<file path="src/rtl/id_fwd_stage_if.sv">
// ---------------------------------------------------------------------------
// id_fwd_stage_if
// Bundle of every non-clock signal of the decode-to-execute operand stage.
//   in_*      : decoded instruction from ID (valid/ready handshake)
//   rf_*      : combinational register-file read data for in_rs1/in_rs2
//   fwd_*     : NFWD packed forwarding sources, index 0 = youngest
//   flush     : kill held and incoming instruction
//   out_*     : ID/EX pipeline register towards EX (valid/ready handshake)
// Modports:
//   master : the ID side / environment (drives instruction, fwd, out_ready)
//   slave  : the operand stage itself
// ---------------------------------------------------------------------------
interface id_fwd_stage_if #(
    parameter int XLEN  = 32,
    parameter int RADDR = 5,
    parameter int NFWD  = 2,
    parameter int OPW   = 8
);
    logic                  in_valid;
    logic                  in_ready;
    logic [OPW-1:0]        in_op;
    logic [RADDR-1:0]      in_rs1;
    logic [RADDR-1:0]      in_rs2;
    logic                  in_rs1_used;
    logic                  in_rs2_used;
    logic [RADDR-1:0]      in_rd;
    logic                  in_we;
    logic                  in_is_load;
    logic [XLEN-1:0]       in_imm;
    logic                  in_b_imm;
    logic [XLEN-1:0]       rf_rdata1;
    logic [XLEN-1:0]       rf_rdata2;
    logic [NFWD-1:0]       fwd_we;
    logic [NFWD*RADDR-1:0] fwd_addr;
    logic [NFWD*XLEN-1:0]  fwd_data;
    logic                  flush;
    logic                  out_valid;
    logic                  out_ready;
    logic [OPW-1:0]        out_op;
    logic [XLEN-1:0]       out_a;
    logic [XLEN-1:0]       out_b;
    logic [RADDR-1:0]      out_rd;
    logic                  out_we;
    logic                  out_is_load;

    modport master (
        output in_valid, in_op, in_rs1, in_rs2, in_rs1_used, in_rs2_used,
               in_rd, in_we, in_is_load, in_imm, in_b_imm,
               rf_rdata1, rf_rdata2, fwd_we, fwd_addr, fwd_data,
               flush, out_ready,
        input  in_ready, out_valid, out_op, out_a, out_b, out_rd,
               out_we, out_is_load
    );

    modport slave (
        input  in_valid, in_op, in_rs1, in_rs2, in_rs1_used, in_rs2_used,
               in_rd, in_we, in_is_load, in_imm, in_b_imm,
               rf_rdata1, rf_rdata2, fwd_we, fwd_addr, fwd_data,
               flush, out_ready,
        output in_ready, out_valid, out_op, out_a, out_b, out_rd,
               out_we, out_is_load
    );
endinterface

</file>
<file path="src/rtl/id_fwd_stage.sv">
// ---------------------------------------------------------------------------
// id_fwd_stage
// RV32I decode-to-execute operand stage. Resolves operands A/B with N-way
// priority forwarding and x0 masking, detects load-use hazards (inserting
// LOAD_LAT bubbles) and owns the ID/EX register with valid/ready on both
// sides plus a synchronous flush.
// Ports:
//   clk  : clock
//   rst  : synchronous active-high reset
//   bus  : id_fwd_stage_if.slave (instruction in, forwarding, flush, EX out)
// ---------------------------------------------------------------------------
module id_fwd_stage #(
    parameter int XLEN     = 32,
    parameter int RADDR    = 5,
    parameter int NFWD     = 2,
    parameter int LOAD_LAT = 1,
    parameter int OPW      = 8
) (
    input  logic             clk,
    input  logic             rst,
    id_fwd_stage_if.slave    bus
);
    // A load leaving the register already accounts for one bubble; the
    // counter covers the remaining LOAD_LAT-1 cycles.
    localparam logic [2:0] CNT_INIT = 3'(LOAD_LAT - 1);

    logic [NFWD-1:0]  hit1;
    logic [NFWD-1:0]  hit2;
    logic [XLEN-1:0]  src1_val;
    logic [XLEN-1:0]  src2_val;
    logic [XLEN-1:0]  op_a;
    logic [XLEN-1:0]  op_b;
    logic             rs1_rd;
    logic             rs2_rd;
    logic             dep_out;
    logic             dep_pend;
    logic             haz;
    logic             advance;
    logic             load_leaving;

    logic             out_valid_reg;
    logic [OPW-1:0]   out_op_reg;
    logic [XLEN-1:0]  out_a_reg;
    logic [XLEN-1:0]  out_b_reg;
    logic [RADDR-1:0] out_rd_reg;
    logic             out_we_reg;
    logic             out_is_load_reg;
    logic [2:0]       cnt_reg;
    logic [RADDR-1:0] pend_rd_reg;

    // Per-source match; a source writing x0 never forwards.
    genvar gi;
    generate
        for (gi = 0; gi < NFWD; gi++) begin : g_hit
            logic [RADDR-1:0] src_addr;
            assign src_addr  = bus.fwd_addr[gi*RADDR +: RADDR];
            assign hit1[gi]  = bus.fwd_we[gi] && (src_addr == bus.in_rs1) && (src_addr != '0);
            assign hit2[gi]  = bus.fwd_we[gi] && (src_addr == bus.in_rs2) && (src_addr != '0);
        end
    endgenerate

    // Scan from the oldest source down so the youngest hit is the last write.
    always_comb begin
        src1_val = bus.rf_rdata1;
        src2_val = bus.rf_rdata2;
        for (int i = NFWD - 1; i >= 0; i--) begin
            if (hit1[i]) src1_val = bus.fwd_data[i*XLEN +: XLEN];
            if (hit2[i]) src2_val = bus.fwd_data[i*XLEN +: XLEN];
        end
    end

    assign op_a = (bus.in_rs1_used && (bus.in_rs1 != '0)) ? src1_val : '0;
    assign op_b = bus.in_b_imm ? bus.in_imm :
                  ((bus.in_rs2_used && (bus.in_rs2 != '0)) ? src2_val : '0);

    // rs2 only creates a dependency when it actually feeds operand B.
    assign rs1_rd   = bus.in_rs1_used;
    assign rs2_rd   = bus.in_rs2_used && !bus.in_b_imm;
    assign dep_out  = (out_rd_reg != '0) &&
                      ((rs1_rd && (bus.in_rs1 == out_rd_reg)) ||
                       (rs2_rd && (bus.in_rs2 == out_rd_reg)));
    assign dep_pend = (pend_rd_reg != '0) &&
                      ((rs1_rd && (bus.in_rs1 == pend_rd_reg)) ||
                       (rs2_rd && (bus.in_rs2 == pend_rd_reg)));

    assign haz = (out_valid_reg && out_is_load_reg && out_we_reg && dep_out) ||
                 ((cnt_reg != 3'd0) && dep_pend);

    assign advance      = !out_valid_reg || bus.out_ready;
    assign load_leaving = advance && out_valid_reg && out_is_load_reg &&
                          out_we_reg && (out_rd_reg != '0);

    assign bus.in_ready = advance && !haz && !bus.flush;

    // ID/EX register. Bubbles and flushes zero the payload as well.
    always_ff @(posedge clk) begin
        if (rst || bus.flush || (advance && !(bus.in_valid && !haz))) begin
            out_valid_reg   <= 1'b0;
            out_op_reg      <= '0;
            out_a_reg       <= '0;
            out_b_reg       <= '0;
            out_rd_reg      <= '0;
            out_we_reg      <= 1'b0;
            out_is_load_reg <= 1'b0;
        end else if (advance) begin
            out_valid_reg   <= 1'b1;
            out_op_reg      <= bus.in_op;
            out_a_reg       <= op_a;
            out_b_reg       <= op_b;
            out_rd_reg      <= bus.in_rd;
            out_we_reg      <= bus.in_we;
            out_is_load_reg <= bus.in_is_load;
        end
    end

    // Load-use stall counter; frozen whenever EX back-pressures.
    always_ff @(posedge clk) begin
        if (rst) begin
            cnt_reg     <= 3'd0;
            pend_rd_reg <= '0;
        end else if (bus.flush) begin
            cnt_reg     <= 3'd0;
        end else if (load_leaving) begin
            cnt_reg     <= CNT_INIT;
            pend_rd_reg <= out_rd_reg;
        end else if ((cnt_reg != 3'd0) && advance) begin
            cnt_reg     <= cnt_reg - 3'd1;
        end
    end

    assign bus.out_valid   = out_valid_reg;
    assign bus.out_op      = out_op_reg;
    assign bus.out_a       = out_a_reg;
    assign bus.out_b       = out_b_reg;
    assign bus.out_rd      = out_rd_reg;
    assign bus.out_we      = out_we_reg;
    assign bus.out_is_load = out_is_load_reg;
endmodule

</file>
<file path="src/flat_wrapper.sv">
// flat-port wrapper written by rule: the top's interface ports become plain ports
module id_fwd_stage_flat 
#(
    parameter int XLEN     = 32,
    parameter int RADDR    = 5,
    parameter int NFWD     = 2,
    parameter int LOAD_LAT = 1,
    parameter int OPW      = 8
)
  (clk, rst, bus_in_valid, bus_in_op, bus_in_rs1, bus_in_rs2, bus_in_rs1_used, bus_in_rs2_used, bus_in_rd, bus_in_we, bus_in_is_load, bus_in_imm, bus_in_b_imm, bus_rf_rdata1, bus_rf_rdata2, bus_fwd_we, bus_fwd_addr, bus_fwd_data, bus_flush, bus_out_ready, bus_in_ready, bus_out_valid, bus_out_op, bus_out_a, bus_out_b, bus_out_rd, bus_out_we, bus_out_is_load);
  id_fwd_stage_if #(.XLEN(XLEN), .RADDR(RADDR), .NFWD(NFWD), .OPW(OPW)) bus_i ();
  input  logic clk;
  input  logic rst;
  input wire logic [$bits(bus_i.in_valid)-1:0] bus_in_valid;
  input wire logic [$bits(bus_i.in_op)-1:0] bus_in_op;
  input wire logic [$bits(bus_i.in_rs1)-1:0] bus_in_rs1;
  input wire logic [$bits(bus_i.in_rs2)-1:0] bus_in_rs2;
  input wire logic [$bits(bus_i.in_rs1_used)-1:0] bus_in_rs1_used;
  input wire logic [$bits(bus_i.in_rs2_used)-1:0] bus_in_rs2_used;
  input wire logic [$bits(bus_i.in_rd)-1:0] bus_in_rd;
  input wire logic [$bits(bus_i.in_we)-1:0] bus_in_we;
  input wire logic [$bits(bus_i.in_is_load)-1:0] bus_in_is_load;
  input wire logic [$bits(bus_i.in_imm)-1:0] bus_in_imm;
  input wire logic [$bits(bus_i.in_b_imm)-1:0] bus_in_b_imm;
  input wire logic [$bits(bus_i.rf_rdata1)-1:0] bus_rf_rdata1;
  input wire logic [$bits(bus_i.rf_rdata2)-1:0] bus_rf_rdata2;
  input wire logic [$bits(bus_i.fwd_we)-1:0] bus_fwd_we;
  input wire logic [$bits(bus_i.fwd_addr)-1:0] bus_fwd_addr;
  input wire logic [$bits(bus_i.fwd_data)-1:0] bus_fwd_data;
  input wire logic [$bits(bus_i.flush)-1:0] bus_flush;
  input wire logic [$bits(bus_i.out_ready)-1:0] bus_out_ready;
  output wire logic [$bits(bus_i.in_ready)-1:0] bus_in_ready;
  output wire logic [$bits(bus_i.out_valid)-1:0] bus_out_valid;
  output wire logic [$bits(bus_i.out_op)-1:0] bus_out_op;
  output wire logic [$bits(bus_i.out_a)-1:0] bus_out_a;
  output wire logic [$bits(bus_i.out_b)-1:0] bus_out_b;
  output wire logic [$bits(bus_i.out_rd)-1:0] bus_out_rd;
  output wire logic [$bits(bus_i.out_we)-1:0] bus_out_we;
  output wire logic [$bits(bus_i.out_is_load)-1:0] bus_out_is_load;
  assign bus_i.in_valid = bus_in_valid;
  assign bus_i.in_op = bus_in_op;
  assign bus_i.in_rs1 = bus_in_rs1;
  assign bus_i.in_rs2 = bus_in_rs2;
  assign bus_i.in_rs1_used = bus_in_rs1_used;
  assign bus_i.in_rs2_used = bus_in_rs2_used;
  assign bus_i.in_rd = bus_in_rd;
  assign bus_i.in_we = bus_in_we;
  assign bus_i.in_is_load = bus_in_is_load;
  assign bus_i.in_imm = bus_in_imm;
  assign bus_i.in_b_imm = bus_in_b_imm;
  assign bus_i.rf_rdata1 = bus_rf_rdata1;
  assign bus_i.rf_rdata2 = bus_rf_rdata2;
  assign bus_i.fwd_we = bus_fwd_we;
  assign bus_i.fwd_addr = bus_fwd_addr;
  assign bus_i.fwd_data = bus_fwd_data;
  assign bus_i.flush = bus_flush;
  assign bus_i.out_ready = bus_out_ready;
  assign bus_in_ready = bus_i.in_ready;
  assign bus_out_valid = bus_i.out_valid;
  assign bus_out_op = bus_i.out_op;
  assign bus_out_a = bus_i.out_a;
  assign bus_out_b = bus_i.out_b;
  assign bus_out_rd = bus_i.out_rd;
  assign bus_out_we = bus_i.out_we;
  assign bus_out_is_load = bus_i.out_is_load;
  id_fwd_stage #(.XLEN(XLEN), .RADDR(RADDR), .NFWD(NFWD), .LOAD_LAT(LOAD_LAT), .OPW(OPW)) u_core (.clk(clk), .rst(rst), .bus(bus_i));
endmodule
</file>
<file path="config.mk">
export PLATFORM = sky130hd
export DESIGN_NAME = id_fwd_stage_flat
export DESIGN_NICKNAME = d
export VERILOG_FILES = /design/src/rtl/id_fwd_stage_if.sv /design/src/rtl/id_fwd_stage.sv /design/src/flat_wrapper.sv
export SDC_FILE = /design/constraint.sdc
export NUM_CORES = 1
export LEC_CHECK = 0
export CAP_MARGIN = 20
export CORE_MARGIN = 2
export CORE_UTILIZATION = 35
export CTS_CLUSTER_DIAMETER = 150
export DETAILED_ROUTE_END_ITERATION = 10
export GPL_ROUTABILITY_DRIVEN = 0
export GPL_TIMING_DRIVEN = 0
export PLACE_DENSITY = 0.83
export SLEW_MARGIN = 20
export SYNTH_ARGS = -nofsm -noshare
export SYNTH_HDL_FRONTEND = slang
export SYNTH_SLANG_ARGS = --single-unit
</file>
<file path="constraint.sdc">
create_clock -name clk -period 7.3 [get_ports clk]
set_input_delay 2.19 -clock clk [delete_from_list [all_inputs] [get_ports clk]]
set_output_delay 2.19 -clock clk [all_outputs]
set_load 0.01 [all_outputs]
</file>
==> reports/metrics.yaml <==
timing:
  hold_viol_final: 0
  setup_viol: 0
  tns_ns: 0
  hold_slack_ns: 0.479
  report.final.slew_viol_count: 0
  min_period_over_period_pct: 84.7
  skew_ns: 0.00718
  worst_slew_margin_rel_pct: 47.5
  fmax_mhz: 162
  worst-slew-pin-transition_ns: 0.787
  finalWorstSetupSlack_ns: 1.12
  fin_crit_ns: 6.18
  rsz0062_at_grt: "no"
clocking:
  cts_inserted_buffers: 9
  cts_tree: "yes"
  post_cts_resized: 0
  clock_latency_ns: 0.36
  cts.sinks: 88
  cts_hold_buf: 0
  htreeDepth: 3
  cts_setup_buffers: 0
  cts_max_path_buffers: 2
  clk_pin_slew_ns: 0.07
  clock_tree.root_cell: "clkbuf_16"
route:
  drcViolationCount: 0
  dr.pass1.iters: 5
  drt_iter0_markers: 299
  finalWirelength_um: 21400
  wl_per_cell_um: 19.4
  final_antenna_net_count: 0
  vias: 5878
  avgViaCountPerCell: 5.35
logic_synthesis:
  seq_area_frac_synth_pct: 32.1
  postSynthCellCount: 597
  yosysUniqueCellTypes: 37
  synth_fp_nets: 804
  synth_top_cell_by_area: "dfxtp_1"
  syn_area_um2: 5490
  ys_seq_elements: 88
  synth_area_leaders: "dfxtp_1, mux2i_1, a22o_1"
  syn_area_per_cell_um2: 9.19
  synth_warnings: 0
  yosys.area.top_type_share_pct: 32.1
power:
  powerDensity_nw_per_um2: 145
  p_leak_nw: 3.30
  max-vdd-ir-drop_v: 0.000129
cells_and_area:
  fillers: 1399
  nets: 1089
  ff_latch_area_um2: 1760
  n_antenna_cell: 0
  final_core_util_pct: 57.7
  drive_above_1_share_pct: 9.24
  multiInputGateArea_um2: 3370
  area_growth_pct: 60.4
global_routing:
  grt_pass1_wl_um: 31900
  grt_use_total_pct: 25.0
  grt_max_degree: 18
  antenna_found_initial: 0
  grt_pass1_vias: 5936
  grt_overflow: 0
die:
  core_area_um2: 15300
  io_pins: 286
  start_util_pct: 36.0
  dieArea_um2: 16700
  die-height_um: 129
  row_count: 45
  die_x_um: 129
worst_setup_path:
  crit_slowest_cell: "clkdlybuf4s50_1"
  critPathMostFrequentCell: "clkdlybuf4s50_1"
  slowest_delay_ns: 0.50
  setup.worst_path.end_class: "output port"
  cp_cell_sequence: "clkdlybuf4s50_1 > nand2b_1 > o32ai_2 > a22oi_1 > nand2_1 > nor2_1 > clkdlybuf4s50_1"
  start_kind: "input pin"
  crit_fanout: 3
  cp.arrival_ns: 3.99
  worstSetupPathType: "input pin to output port"
  required_ns: 5.11
placed_design:
  pre_cts_slack_ns: 1.08
  io_buffers: 274
  dp_hpwl_um: 16500
status:
  status: "finished clean"
flow_run:
  cap_viol_max_count: 0
min_path:
  min_path_type: "flip-flop to flip-flop"
## through the flow
step | power, mW | cells | area [µm²]
2_1_floorplan | 0.620 | 597 | 5490
3_3_place_gp | 0.782 | 1082 | 8500
3_5_place_dp | 0.786 | 1082 | 8500
4_1_cts | 1.28 | 1098 | 8800
5_1_grt | 1.32 | 1098 | 8800
6_report | 1.27 | 1098 | 8800
## final cells by class
type	instances	area share, %
buffer	62	4.01
clock buffer	9	2.56
clock inverter	7	0.952
inverter	2	0.0853
multi-input combinational	445	38.2
sequential	88	20.0
tap	211	3.00
timing repair buffer	274	31.1
## per-layer routing
layer | vias to the layer above | share of wire, % | global-route usage (%)
met3 | 32 | 8.2 | 7.72
met1 | 2780 | 41 | 29.5
met5 | - | 0 | 0
met4 | 0 | 2.2 | 7.42
li1 | 2806 | - | -
met2 | 260 | 48 | 43.7
## synth_stat cells (all sizes together)
cell / number
dfxtp: 88
nor2: 78
mux2i: 69
a21oi: 68
a22o: 47
a211oi: 33
a22oi: 33
a211o: 32
buf: 31
clkbuf: 31
xnor2: 29
xor2: 12
nand2: 6
or4: 6
nand4: 5
nor3: 5
nand2b: 3
nand3: 3
ha: 2
inv: 2
nor2b: 2
o21ai: 2
o32ai: 2
or2: 2
a221oi: 1
and2b: 1
and4: 1
nor4b: 1
o21a: 1
o21bai: 1
## kinds of logic (layout without fill, tap and decap cells)
| kind of cell | Yosys count | after routing | share of synthesized area (%) |
|---|---|---|---|
| adder cells (fa/ha/maj) | 2 | 2 | 0.456 |
| XOR/XNOR | 41 | 41 | 6.54 |
| AND/OR/NAND/NOR | 113 | 113 | 9.66 |
| AO/OA/AOI/OAI | 220 | 220 | 32.1 |
| multiplexers | 69 | 69 | 12.6 |
| flip-flops | 88 | 88 | 32.1 |
| buffers and inverters | 64 | 354 | 6.56 |
## report_power, final
| group | total (mW) | internal, mW | switching (mW) |
|---|---|---|---|
| Combinational | 0.278 | 0.164 | 0.114 |
| Sequential | 0.498 | 0.490 | 0.00800 |
| Clock | 0.499 | 0.272 | 0.227 |
| Total | 1.27 | 0.926 | 0.349 |
## worst max-delay path, delay by kind of cell
family	cells	cell delay, ns
AO/OA/AOI/OAI	2	0.60
buffers and inverters	2	0.96
AND/OR/NAND/NOR	3	0.24
## cell usage in the layout (no fill, tap or decap), drive strengths merged, types with 12 or more instances in the layout
cell type      instances
xnor2                 29
a22oi                 33
a22o                  47
xor2                  12
clkbuf                40
mux2i                 69
a211o                 32
a211oi                33
clkdlybuf4s50        274
dfxtp                 88
buf                   31
nor2                  78
a21oi                 68
## final timing paths
kind	from	endpoint	slack, ns	cells after the start
hold / removal	u_core.bus.out_op[3]	u_core.bus.out_op[3]	0.48	1
setup / recovery	bus_in_rs2_used	bus_in_ready	1.12	7
hold reg to reg	u_core.bus.out_op[3]	u_core.bus.out_op[3]	0.48	1
setup reg to reg	u_core.cnt_reg[0]	u_core.bus.out_a[23]	4.79	8
Note: power is estimated with default switching activity, not from simulation.
